===== config.mk =====
export PLATFORM = sky130hd
export DESIGN_NAME = surf_bitslip_align_flat
export DESIGN_NICKNAME = d
export VERILOG_FILES = /design/src/rtl/surf_bitslip_align_if.sv /design/src/rtl/surf_bitslip_align.sv /design/src/flat_wrapper.sv
export SDC_FILE = /design/constraint.sdc
export NUM_CORES = 1
export LEC_CHECK = 0
export CORE_ASPECT_RATIO = 1.5
export CORE_MARGIN = 4
export CORE_UTILIZATION = 40
export DETAILED_ROUTE_END_ITERATION = 8
export DONT_BUFFER_PORTS = 1
export PLACE_DENSITY_LB_ADDON = 0.15
export SLEW_MARGIN = 40
export SYNTH_ARGS = -nofsm -noshare
export SYNTH_HDL_FRONTEND = slang
export SYNTH_SLANG_ARGS = --single-unit

===== constraint.sdc =====
create_clock -name sysclk_i -period 3.21 [get_ports sysclk_i]
set_input_delay 0.1605 -clock sysclk_i [delete_from_list [all_inputs] [get_ports sysclk_i]]
set_output_delay 0.1605 -clock sysclk_i [all_outputs]
set_load 0.05 [all_outputs]

===== src/rtl/surf_bitslip_align_if.sv =====
// Byte-lane link between the ISERDES-side aligner and whoever drives/observes it.
// The aligner is the slave: it receives data/requests and returns slip/lock status.
interface surf_bitslip_align_if;
  logic [7:0] data_i;
  logic       align_req_i;
  logic       bitslip_o;
  logic       locked_o;
  logic       fail_o;
  logic       capture_o;
  logic [3:0] slip_count_o;

  modport slave (
    input  data_i, align_req_i,
    output bitslip_o, locked_o, fail_o, capture_o, slip_count_o
  );

  modport master (
    output data_i, align_req_i,
    input  bitslip_o, locked_o, fail_o, capture_o, slip_count_o
  );
endinterface


===== src/rtl/surf_bitslip_align.sv =====
// Training-pattern aligner for one SURF byte lane: slips the ISERDES until
// TRAIN_PATTERN repeats MATCH_COUNT times, then locks and pulses capture.
module surf_bitslip_align #(
  parameter logic [7:0]  TRAIN_PATTERN = 8'hA6,
  parameter int unsigned MATCH_COUNT   = 4,
  parameter int unsigned MAX_SLIPS     = 8,
  parameter int unsigned BITSLIP_WAIT  = 3
) (
  input logic                 sysclk_i,
  input logic                 rst_n_i,
  surf_bitslip_align_if.slave lane
);

  typedef enum logic [2:0] {
    S_IDLE,
    S_CHECK,
    S_SLIP,
    S_WAIT,
    S_LOCKED,
    S_FAIL
  } state_t;

  localparam logic [3:0] MATCH_LAST = 4'(MATCH_COUNT - 1);
  localparam logic [3:0] SLIP_MAX   = 4'(MAX_SLIPS);
  localparam logic [3:0] WAIT_LAST  = 4'(BITSLIP_WAIT - 1);

  state_t     r_state;
  logic [3:0] r_match_cnt;
  logic [3:0] r_slip_cnt;
  logic [3:0] r_wait_cnt;
  logic       r_bitslip;
  logic       r_locked;
  logic       r_fail;
  logic       r_capture;

  assign lane.bitslip_o    = r_bitslip;
  assign lane.locked_o     = r_locked;
  assign lane.fail_o       = r_fail;
  assign lane.capture_o    = r_capture;
  assign lane.slip_count_o = r_slip_cnt;

  always_ff @(posedge sysclk_i or negedge rst_n_i) begin
    if (!rst_n_i) begin
      r_state     <= S_IDLE;
      r_match_cnt <= '0;
      r_slip_cnt  <= '0;
      r_wait_cnt  <= '0;
      r_bitslip   <= 1'b0;
      r_locked    <= 1'b0;
      r_fail      <= 1'b0;
      r_capture   <= 1'b0;
    end else begin
      // Pulses default low; a pulse registered on the previous edge still
      // completes its one cycle even when a restart request arrives.
      r_bitslip <= 1'b0;
      r_capture <= 1'b0;
      if (lane.align_req_i) begin
        r_state     <= S_CHECK;
        r_match_cnt <= '0;
        r_slip_cnt  <= '0;
        r_wait_cnt  <= '0;
        r_locked    <= 1'b0;
        r_fail      <= 1'b0;
      end else begin
        unique case (r_state)
          S_IDLE: ;
          S_CHECK: begin
            if (lane.data_i == TRAIN_PATTERN) begin
              r_match_cnt <= r_match_cnt + 4'd1;
              if (r_match_cnt == MATCH_LAST) begin
                r_state   <= S_LOCKED;
                r_locked  <= 1'b1;
                r_capture <= 1'b1;
              end
            end else begin
              r_match_cnt <= '0;
              if (r_slip_cnt == SLIP_MAX) begin
                r_state <= S_FAIL;
                r_fail  <= 1'b1;
              end else begin
                // Slip count advances with the pulse so the port tracks it.
                r_state    <= S_SLIP;
                r_bitslip  <= 1'b1;
                r_slip_cnt <= r_slip_cnt + 4'd1;
              end
            end
          end
          S_SLIP: begin
            r_state    <= S_WAIT;
            r_wait_cnt <= '0;
          end
          S_WAIT: begin
            if (r_wait_cnt == WAIT_LAST) begin
              r_wait_cnt <= '0;
              r_state    <= S_CHECK;
            end else begin
              r_wait_cnt <= r_wait_cnt + 4'd1;
            end
          end
          S_LOCKED: ;
          S_FAIL: ;
          default: r_state <= S_IDLE;
        endcase
      end
    end
  end

endmodule

===== src/flat_wrapper.sv =====
// flat-port wrapper written by rule: the top's interface ports become plain ports
module surf_bitslip_align_flat 
#(
  parameter logic [7:0]  TRAIN_PATTERN = 8'hA6,
  parameter int unsigned MATCH_COUNT   = 4,
  parameter int unsigned MAX_SLIPS     = 8,
  parameter int unsigned BITSLIP_WAIT  = 3
)
  (sysclk_i, rst_n_i, lane_data_i, lane_align_req_i, lane_bitslip_o, lane_locked_o, lane_fail_o, lane_capture_o, lane_slip_count_o);
  surf_bitslip_align_if lane_i ();
  input logic sysclk_i;
  input logic rst_n_i;
  input wire logic [$bits(lane_i.data_i)-1:0] lane_data_i;
  input wire logic [$bits(lane_i.align_req_i)-1:0] lane_align_req_i;
  output wire logic [$bits(lane_i.bitslip_o)-1:0] lane_bitslip_o;
  output wire logic [$bits(lane_i.locked_o)-1:0] lane_locked_o;
  output wire logic [$bits(lane_i.fail_o)-1:0] lane_fail_o;
  output wire logic [$bits(lane_i.capture_o)-1:0] lane_capture_o;
  output wire logic [$bits(lane_i.slip_count_o)-1:0] lane_slip_count_o;
  assign lane_i.data_i = lane_data_i;
  assign lane_i.align_req_i = lane_align_req_i;
  assign lane_bitslip_o = lane_i.bitslip_o;
  assign lane_locked_o = lane_i.locked_o;
  assign lane_fail_o = lane_i.fail_o;
  assign lane_capture_o = lane_i.capture_o;
  assign lane_slip_count_o = lane_i.slip_count_o;
  surf_bitslip_align #(.TRAIN_PATTERN(TRAIN_PATTERN), .MATCH_COUNT(MATCH_COUNT), .MAX_SLIPS(MAX_SLIPS), .BITSLIP_WAIT(BITSLIP_WAIT)) u_core (.sysclk_i(sysclk_i), .rst_n_i(rst_n_i), .lane(lane_i));
endmodule

==> flow_summary.json, run 1 <==
{
  "synth_fp_nets": 122,
  "postPlaceCellArea_sq_um": 1040,
  "synthesis.instances": 106,
  "total_standard_cell_area_after_synthesis_sq_um": 1030,
  "clk_pin_slew_ps": 100,
  "finish.utilization_pct": 44.6,
  "power.leakage_nw": 0.481,
  "rrSetupSlack_ps": 1140,
  "layout.area.seq_sq_um": 475,
  "drc": 0,
  "yosysTopAreaCell": "dfrtp_1",
  "run_status": "complete, no violations",
  "grt_start_max_net_pins": 20,
  "antenna_cells_inserted": 0,
  "hold_path.class": "in -> reg",
  "drv_slew": 0,
  "synth-warning-count": 0,
  "multi_input_area_sq_um": 510,
  "max_cap_viol": 0,
  "hp-start": "lane_align_req_i",
  "io-pin-count": 19,
  "post-synth-top-area-fraction_pct": 46.1,
  "setup.worst_path.class": "reg -> reg",
  "chipHeight_um": 70.2,
  "finish.instance_area_sq_um": 1090,
  "synth_cell_types": 34,
  "cp_data_required_time_ps": 3370,
  "number_of_fillers_in_the_final_layout": 241,
  "worst_r2r_path_depth": 6,
  "dpl_worst_slack_ps": 1140,
  "cts-htree-levels": 1,
  "powerDensity_nw_per_um2": 506,
  "power_mw": 0.553,
  "clock_path_buffers": 2,
  "setup_violation_total_in_the_final_timing_report": 0,
  "avgRoutedWirePerCell_um": 14.4,
  "synth-adder-area-share_pct": 6.07,
  "tritoncts": "done",
  "routed-via-count": 767,
  "grt_antenna_before_repair": 0,
  "hold_viol": 0,
  "skew_ps": 2.80,
  "timing.rr.end": "u_core.lane.slip_count_o[1]$_DFFE_PN0P_",
  "worst-slew-pin-transition_ps": 602,
  "routed_wl_mm": 1.94,
  "coreArea_sq_um": 2450,
  "final_layout_size_suffix_gt1_share_pct": 8.18,
  "top_cells_by_area_in_the_synthesized_netlist": "dfrtp_1, ha_1, nand2_1, a21oi_1, nor3b_1",
  "dominant_combinational_cell_family_by_area_after_synthesis": "simple AND/OR/NAND/NOR gates",
  "synth-compound-area-share_pct": 14.8,
  "critical_path.max_stage_delay_ps": 710,
  "initial_core_util_pct": 42.1,
  "postSynthAreaPerCell_sq_um": 9.73,
  "synthMuxAreaShare_pct": 3.03,
  "fp.dieArea_sq_um": 3470,
  "cp_max_stage_cell": "dfrtp_1",
  "routabilityCongestion": 0.751,
  "final.setup.worst_slack_ps": 1140,
  "critical_path.n_buffers_inverters": 1,
  "crit_fanout": 8,
  "drt.antenna.violating_nets": 0,
  "post-route-period-util_pct": 64.6,
  "clock_insertion_delay_worst_skew_ps": 290,
  "first_pass_iters": 4,
  "rsz0062_at_grt": "no",
  "synthFlopType": "dfrtp_1",
  "achievable-frequency_ghz": 0.482,
  "finalSetupTns_ps": 0,
  "synthArstFlopShare_pct": 100,
  "num-nets-final": 127,
  "die-width_um": 49.5,
  "worst_ep_arrival_time_ps": 2240,
  "cts_buf_count": 3,
  "synth-edff-count": 0,
  "worst_r2r_startpoint": "u_core.lane.slip_count_o[0]$_DFFE_PN0P_",
  "io_buffer_count": 0,
  "ir_drop_mv": 0.338,
  "worst_path_dominant_cell_family": "flip-flops",
  "grt_pass1_vias": 764,
  "cts_repair_resize_count": 0,
  "drtIter0Drc": 9,
  "worstSetupStartpointType": "flop",
  "min_delay_path_depth": 2,
  "postSynthRegisterBits": 19,
  "std_cell_rows": 22,
  "worstPathCellList": "inv_1, ha_1, and3b_1, a211oi_4, mux2i_1, nor2_1",
  "timing.final.crit_period_ps": 2070,
  "clock_sinks": 19,
  "synth-xor-area-share_pct": 0.850,
  "worstSetupEndpointType": "flop",
  "worst_hold_endpoint": "u_core.r_match_cnt[3]$_DFFE_PN0P_",
  "yosysSeqAreaShare_pct": 46.1,
  "track_usage_pct": 12.6,
  "slew_headroom_pct": 59.8,
  "areaGrowthSynthToFinish_pct": 6.07,
  "synth_simple_gate_area_share_pct": 24.8,
  "detailedPlacementHpwl_mm": 1.42,
  "cts-root-buf": "clkbuf_4",
  "drt-vias-per-instance": 5.72,
  "grt_pass1_wl_mm": 3.46,
  "grt_overflow": 0
}
flip-flops by register name (all words and copies together) (netlist names):
| signal | flops |
|---|---|
| u_core.lane.slip_count_o | 4 |
| u_core.r_match_cnt | 4 |
| u_core.r_wait_cnt | 4 |
| u_core.lane.locked_o | 1 |
| u_core.r_state | 3 |
| u_core.lane.capture_o | 1 |
| u_core.lane.bitslip_o | 1 |
| u_core.lane.fail_o | 1 |
stage by stage:
stage | hold WS (ps) | cells
after floorplan | -135 | 106
after global placement | -135 | 127
after detailed placement | -135 | 127
after CTS | 44.3 | 133
after global routing | 38.3 | 134
final | 52.6 | 134
power breakdown:
group / total [mW] / internal [mW] / switching (mW)
Clock: 0.116 / 0.0483 / 0.0680
Sequential: 0.324 / 0.259 / 0.0650
Combinational: 0.113 / 0.0478 / 0.0653
Total: 0.553 / 0.355 / 0.198
cell families (layout without fill, tap and decap cells):
kind of cell | count (synthesis) | after routing
AND/OR/NAND/NOR | 45 | 45
AO/OA/AOI/OAI | 23 | 23
flip-flops | 19 | 19
buffers and inverters | 10 | 14
adder cells (fa/ha/maj) | 5 | 5
multiplexers | 3 | 3
XOR/XNOR | 1 | 1
worst max-delay path by stage:
stage | start | endpoint | cells after the start
after floorplan | u_core.lane.slip_count_o[0]$_DFFE_PN0P_ | u_core.lane.slip_count_o[1]$_DFFE_PN0P_ | 6
after global placement | u_core.lane.slip_count_o[0]$_DFFE_PN0P_ | u_core.lane.slip_count_o[1]$_DFFE_PN0P_ | 6
after detailed placement | u_core.lane.slip_count_o[0]$_DFFE_PN0P_ | u_core.lane.slip_count_o[1]$_DFFE_PN0P_ | 6
after CTS | u_core.lane.slip_count_o[0]$_DFFE_PN0P_ | u_core.lane.slip_count_o[1]$_DFFE_PN0P_ | 6
after global routing | u_core.lane.slip_count_o[0]$_DFFE_PN0P_ | u_core.lane.slip_count_o[1]$_DFFE_PN0P_ | 6
final | u_core.lane.slip_count_o[0]$_DFFE_PN0P_ | u_core.lane.slip_count_o[1]$_DFFE_PN0P_ | 6
final cells by class:
type                            count  share of cell area (%)
Multi-Input combinational cell     77                    46.7
Tap cell                           24                    2.75
Clock buffer                        4                    2.40
Sequential cell                    19                    43.5
Timing Repair Buffer                3                    2.29
Inverter                            7                    2.40
cells in the mapped netlist, types with 2 or more instances:
master    number
dfrtp_1       19
nand2_1       12
a21oi_1        8
inv_1          7
nor2_1         6
o21ai_0        6
ha_1           5
nor3b_1        5
nand3_1        4
or3_1          3
a31oi_1        2
and4bb_2       2
clkbuf_1       2
mux2i_1        2
nand2b_1       2
nor2b_1        2
nor3_1         2
cells in the final DEF, fill, tap and decap left out, types with 2 or more instances in the layout:
| master | netlist | final |
|---|---|---|
| a21oi_1 | 8 | 8 |
| a31oi_1 | 2 | 2 |
| and4bb_2 | 2 | 2 |
| clkbuf_4 | 0 | 3 |
| dfrtp_1 | 19 | 19 |
| dlygate4sd3_1 | 0 | 2 |
| ha_1 | 5 | 5 |
| inv_1 | 7 | 7 |
| mux2i_1 | 2 | 2 |
| nand2_1 | 12 | 12 |
| nand2b_1 | 2 | 2 |
| nand3_1 | 4 | 4 |
| nor2_1 | 6 | 6 |
| nor2b_1 | 2 | 2 |
| nor3_1 | 2 | 2 |
| nor3b_1 | 5 | 5 |
| o21ai_0 | 6 | 6 |
| or3_1 | 3 | 3 |
per-layer routing:
layer	track usage, %	part of all wire (%)	vias up
li1	-	-	378
met1	16.0	42	373
met2	20.4	53	14
met3	1.71	3.7	2
met4	6.46	1.1	0
met5	0	0	-
what timing repair did:
item,in CTS,in global routing
setup buffers,0,0
endpoints found under the hold margin,32,19
hold buffers,2,1
Power figures use the tool's default switching activity.
==> run 2: changes to the inputs <==
==> constraint.sdc (replaced) <==
create_clock -name sysclk_i -period 2.1 [get_ports sysclk_i]
set_input_delay 0.105 -clock sysclk_i [delete_from_list [all_inputs] [get_ports sysclk_i]]
set_output_delay 0.105 -clock sysclk_i [all_outputs]
set_load 0.05 [all_outputs]
==> flow_summary.json, run 2 (synthesized netlist as in run 1, its figures left out) <==
{
  "setup_violation_total_in_the_final_timing_report": 0,
  "clock_path_buffers": 2,
  "final.setup.worst_slack_ps": 252,
  "timing.final.crit_period_ps": 1850,
  "chipHeight_um": 70.2,
  "worstSetupStartpointType": "flop",
  "fp.dieArea_sq_um": 3470,
  "avgRoutedWirePerCell_um": 15.0,
  "multi_input_area_sq_um": 510,
  "grt_start_max_net_pins": 20,
  "critical_path.max_stage_delay_ps": 440,
  "ir_drop_mv": 0.429,
  "achievable-frequency_ghz": 0.541,
  "num-nets-final": 132,
  "rrSetupSlack_ps": 250,
  "detailedPlacementHpwl_mm": 1.52,
  "grt_pass1_vias": 803,
  "drt-vias-per-instance": 5.79,
  "hold_path.class": "in -> reg",
  "skew_ps": 7.13,
  "detailroute.wirelength.met2_mm": 1.07,
  "cp_max_stage_cell": "or3_1",
  "worst_hold_endpoint": "u_core.r_wait_cnt[1]$_DFFE_PN0P_",
  "worstPathCellList": "inv_1, ha_1, nor3b_1, or3_1, o311ai_1, mux2_2",
  "worst_path_dominant_cell_family": "simple AND/OR/NAND/NOR gates",
  "worst_ep_arrival_time_ps": 2050,
  "coreArea_sq_um": 2450,
  "run_status": "complete, no violations",
  "clock_insertion_delay_worst_skew_ps": 310,
  "std_cell_rows": 22,
  "cts-htree-levels": 1,
  "grt_overflow": 0,
  "post_cts.repair.setup_buffers": 0,
  "io_buffer_count": 0,
  "length_of_routed_wiring_on_met1_um": 886,
  "die-width_um": 49.5,
  "post-route-period-util_pct": 88.0,
  "min_delay_path_depth": 3,
  "routed_wl_mm": 2.08,
  "cp_data_required_time_ps": 2310,
  "mostFrequentLayoutCell": "dfrtp_1",
  "number_of_fillers_in_the_final_layout": 240,
  "initial_core_util_pct": 42.1,
  "cts_buf_count": 3,
  "dpl_worst_slack_ps": 256,
  "critical_path.n_buffers_inverters": 1,
  "routed-via-count": 805,
  "power.leakage_nw": 0.507,
  "max_cap_viol": 0,
  "antenna_cells_inserted": 0,
  "areaGrowthSynthToFinish_pct": 9.71,
  "setup.worst_path.class": "reg -> reg",
  "finalSetupTns_ps": 0,
  "slew_headroom_pct": 57.7,
  "drtIter0Drc": 20,
  "cts-root-buf": "clkbuf_4",
  "powerDensity_nw_per_um2": 783,
  "final_layout_size_suffix_gt1_share_pct": 12.2,
  "grt_pass1_wl_mm": 3.70,
  "grt_antenna_before_repair": 0,
  "timing.rr.end": "u_core.r_state[0]$_DFFE_PN0P_",
  "hp-start": "lane_align_req_i",
  "layout.area.seq_sq_um": 475,
  "clk_pin_slew_ps": 110,
  "worst_r2r_path_depth": 6,
  "drv_slew": 0,
  "drt.antenna.violating_nets": 0,
  "tritoncts": "done",
  "first_pass_iters": 3,
  "worst_r2r_startpoint": "u_core.r_wait_cnt[0]$_DFFE_PN0P_",
  "layout_common_cells": "dfrtp_1, nand2_1, a21oi_1",
  "wl_met3_um": 79,
  "worst-slew-pin-transition_ps": 634,
  "crit_fanout": 6,
  "drc": 0,
  "clock_sinks": 19,
  "route.top_layer_used": "met4",
  "track_usage_pct": 13.7,
  "rsz0062_at_grt": "no",
  "routabilityCongestion": 0.709,
  "power_mw": 0.886,
  "worstSetupEndpointType": "flop",
  "hold_viol": 0,
  "io-pin-count": 19
}
## run 2: metal layers
layer,track usage (%),vias to the layer above
met5,0,-
met4,6.46,0
met3,2.77,5
met2,24.2,17
met1,15.4,392
li1,-,391
## run 2: worst max-delay path by stage
stage	start	cells after the start	slack, ps	end
floorplan	u_core.lane.slip_count_o[0]$_DFFE_PN0P_	6	190	u_core.lane.slip_count_o[1]$_DFFE_PN0P_
global placement	u_core.r_wait_cnt[0]$_DFFE_PN0P_	6	330	u_core.r_state[0]$_DFFE_PN0P_
detailed placement	u_core.r_wait_cnt[0]$_DFFE_PN0P_	6	260	u_core.r_state[0]$_DFFE_PN0P_
CTS	u_core.r_wait_cnt[0]$_DFFE_PN0P_	6	250	u_core.r_state[0]$_DFFE_PN0P_
global route	u_core.r_wait_cnt[0]$_DFFE_PN0P_	6	140	u_core.r_state[0]$_DFFE_PN0P_
finish	u_core.r_wait_cnt[0]$_DFFE_PN0P_	6	250	u_core.r_state[0]$_DFFE_PN0P_
## run 2: final cells by class
cell class	instances	area share, %
inverter	7	2.32
multi-input combinational	77	45.1
tap	24	2.65
clock buffer	4	2.32
timing repair buffer	8	5.53
sequential	19	42.0
## run 2: worst reg2reg max path, delay by kind of cell, from the launching register on
family          cells  cell delay (ps)
buf+inv             1               70
compound gates      1              110
fa+ha+maj           1              190
flops               1              420
simple gates        2              600
mux                 1              360
## run 2: report_power, final
part | internal (mW) | total (mW) | leakage [nW] | switching, mW
Sequential | 0.396 | 0.436 | 0.258 | 0.0397
Clock | 0.0742 | 0.190 | 0.0150 | 0.116
Combinational | 0.0906 | 0.260 | 0.234 | 0.169
## run 2: what timing repair did
action                                  CTS  global route
endpoints found under the hold margin    33            19
hold buffers                              2             1
resized for setup                         0             0
endpoints found under the setup margin    0             0
## run 2: per-stage QoR
step	instance area, sq um	hold slack (ps)	utilization [%]	std cells
finish	1130	53.2	46.2	139
global route	1130	69.5	46.2	139
CTS	1130	53.5	46.0	138
detailed placement	1080	-190	44.1	132
global placement	1080	-190	44.1	132
floorplan	1030	-191	-	106
==> run 3: changes to the inputs <==
--- a/config.mk
+++ b/config.mk
@@ -5,6 +5,7 @@
 export SDC_FILE = /design/constraint.sdc
 export NUM_CORES = 1
 export LEC_CHECK = 0
+export ABC_AREA = 1
 export CORE_ASPECT_RATIO = 1.5
 export CORE_MARGIN = 4
 export CORE_UTILIZATION = 40
==> flow_summary.json, run 3 <==
{
  "run_status": "complete, no violations",
  "skew_ps": 4.06,
  "grt_antenna_before_repair": 0,
  "coreArea_sq_um": 2710,
  "synth-warning-count": 0,
  "initial_core_util_pct": 41.8,
  "worst-slew-pin-transition_ps": 547,
  "place.detailed.instances": 183,
  "cts_repair_resize_count": 0,
  "worstSetupEndpointType": "flop",
  "synthArstFlopShare_pct": 100,
  "post-synth-top-area-fraction_pct": 42.0,
  "worst_r2r_path_depth": 5,
  "worst_path_dominant_cell_family": "flip-flops",
  "worst_hold_endpoint": "u_core.lane.slip_count_o[3]$_DFFE_PN0P_",
  "grt_start_max_net_pins": 20,
  "routabilityCongestion": 0.768,
  "synth_cell_types": 23,
  "cts_buf_count": 3,
  "setup.worst_path.class": "reg -> reg",
  "rsz0062_at_grt": "no",
  "die-width_um": 51.4,
  "timing.final.crit_period_ps": 1460,
  "power.leakage_nw": 0.606,
  "cts-root-buf": "clkbuf_8",
  "netlist_top_cells_count": "nand2_1, dfrtp_1, inv_1, nor2_1, nand3_1",
  "post_cts.repair.setup_buffers": 0,
  "rrSetupSlack_ps": 640,
  "routed_wl_mm": 2.21,
  "fp.dieArea_sq_um": 3760,
  "grt_pass1_vias": 933,
  "final_layout_size_suffix_gt1_share_pct": 17.6,
  "layout_common_cells": "nand2_1, dfrtp_1, inv_1, nor2_1, nand3_1",
  "finish.cell_count_without_fillers": 190,
  "synth-edff-count": 0,
  "worstPathCellList": "nand3_1, nand3_4, nand2_2, nand2_1, o21ai_1",
  "critical_path.n_buffers_inverters": 0,
  "crit_fanout": 6,
  "min_delay_path_depth": 3,
  "cp_max_stage_cell": "dfrtp_1",
  "hold_viol": 0,
  "power.net_switching_mw": 0.511,
  "cp_data_required_time_ps": 2250,
  "drv_slew": 0,
  "track_usage_pct": 13.5,
  "hold_path.class": "in -> reg",
  "timing.rr.end": "u_core.lane.slip_count_o[2]$_DFFE_PN0P_",
  "yosysTopAreaCell": "dfrtp_1",
  "areaGrowthSynthToFinish_pct": 10.3,
  "netSwitchingFraction_pct": 42.4,
  "drt-vias-per-instance": 4.86,
  "p_seq_share_pct": 39.6,
  "postSynthAreaPerCell_sq_um": 7.80,
  "clock_insertion_delay_worst_skew_ps": 250,
  "num-nets-final": 170,
  "routed-via-count": 924,
  "achievable-frequency_ghz": 0.685,
  "worst_r2r_startpoint": "u_core.lane.slip_count_o[3]$_DFFE_PN0P_",
  "antenna_cells_inserted": 0,
  "drtIter0Drc": 20,
  "post-route-period-util_pct": 69.5,
  "grt_pass1_wl_mm": 3.80,
  "worst_ep_arrival_time_ps": 1610,
  "yosysSeqAreaShare_pct": 42.0,
  "clk_pin_slew_ps": 70,
  "power.clock.fraction_pct": 20.9,
  "mostFrequentLayoutCell": "nand2_1",
  "hp-start": "lane_align_req_i",
  "tritoncts": "done",
  "finalSetupTns_ps": 0,
  "synthesis.instances": 145,
  "setup_violation_total_in_the_final_timing_report": 0,
  "cts-htree-levels": 1,
  "ir_drop_mv": 0.520,
  "std_cell_rows": 23,
  "synthFlopType": "dfrtp_1",
  "max_cap_viol": 0,
  "number_of_fillers_in_the_final_layout": 281,
  "clock_sinks": 19,
  "io-pin-count": 19,
  "power.share.combinational_pct": 39.5,
  "total_standard_cell_area_after_synthesis_sq_um": 1130,
  "clock_path_buffers": 2,
  "slew_headroom_pct": 63.5,
  "grt_overflow": 0,
  "post-synth-top-count-cell": "nand2_1",
  "power_report.internal_total_mw": 0.693,
  "detailedPlacementHpwl_mm": 1.77,
  "chipHeight_um": 73.1,
  "worstSetupStartpointType": "flop",
  "first_pass_iters": 4,
  "drt.antenna.violating_nets": 0,
  "critical_path.max_stage_delay_ps": 690,
  "avgRoutedWirePerCell_um": 11.6,
  "powerDensity_nw_per_um2": 966,
  "io_buffer_count": 0,
  "synth_fp_nets": 161,
  "postSynthRegisterBits": 19,
  "drc": 0,
  "top_cells_by_area_in_the_synthesized_netlist": "dfrtp_1, nand2_1, ha_1, nand3_1, inv_1"
}
==> run 3: timing repair <==
action / 4_1_cts / 5_1_grt
hold buffers: 2 / 1
setup endpoints to repair: 0 / 0
endpoints found under the hold margin: 24 / 19
==> run 3: how the worst max path moves through the flow <==
stage	from	endpoint	slack, ps	cells after the start
finish	u_core.lane.slip_count_o[3]$_DFFE_PN0P_	u_core.lane.slip_count_o[2]$_DFFE_PN0P_	640	5
global route	u_core.lane.slip_count_o[3]$_DFFE_PN0P_	u_core.r_state[0]$_DFFE_PN0P_	530	6
detailed placement	u_core.lane.slip_count_o[3]$_DFFE_PN0P_	u_core.lane.slip_count_o[2]$_DFFE_PN0P_	630	5
floorplan	u_core.lane.slip_count_o[0]$_DFFE_PN0P_	u_core.r_state[0]$_DFFE_PN0P_	570	8
global placement	u_core.lane.slip_count_o[3]$_DFFE_PN0P_	u_core.lane.slip_count_o[2]$_DFFE_PN0P_	660	5
CTS	u_core.lane.slip_count_o[3]$_DFFE_PN0P_	u_core.lane.slip_count_o[2]$_DFFE_PN0P_	620	5
==> run 3: cells by family (layout without fill, tap and decap cells) <==
| group | after synthesis | in the layout | share of synthesized area, % |
|---|---|---|---|
| AOI/OAI and AO/OA | 12 | 12 | 5.53 |
| xor gates and xnor gates | 2 | 2 | 1.55 |
| adders and majority gates | 5 | 5 | 5.53 |
| buffers and inverters | 24 | 32 | 9.51 |
| DFF | 19 | 19 | 42.0 |
| and+or+nand+nor | 83 | 83 | 35.8 |
==> run 3: layer usage <==
layer	vias up	GRT usage, %	routed length, um
met5	-	0	0
met4	0	7.00	51
met3	5	2.04	66
met2	16	25.2	1190
met1	436	14.0	902
li1	467	-	-
==> run 3: area by class of cell <==
type	count	area (sq um)	share of cell area (%)
inverters	22	85.1	6.82
well taps	37	46.3	3.71
repair buffers	6	47.5	3.81
multi-input cells	102	548	43.9
clock buffers	4	45.0	3.61
flip-flops and latches	19	475	38.1
==> run 3: metrics by stage <==
stage               setup WS [ps]  area (sq um)  hold WS [ps]  util [%]  power [mW]
floorplan                     572          1130          -191         -       0.858
global placement              656          1180          -190      43.5       0.944
detailed placement            630          1180          -190      43.5       0.954
CTS                           619          1240          4.10      45.9        1.22
global route                  532          1250          5.66      46.1        1.30
finish                        641          1250          6.17      46.1        1.20
==> run 3: power by group through the flow <==
stage | registers (mW) | logic (mW) | clock network, mW
after floorplan | 0.544 | 0.314 | 0
after CTS | 0.478 | 0.482 | 0.261
final | 0.477 | 0.476 | 0.252
after global routing | 0.483 | 0.540 | 0.275
after detailed placement | 0.484 | 0.470 | 0
after global placement | 0.482 | 0.463 | 0
==> run 3: worst min-delay path, cell delays in order <==
cell and delay, ps:
nor2_1 30, nand2_1 50, nand2_1 40
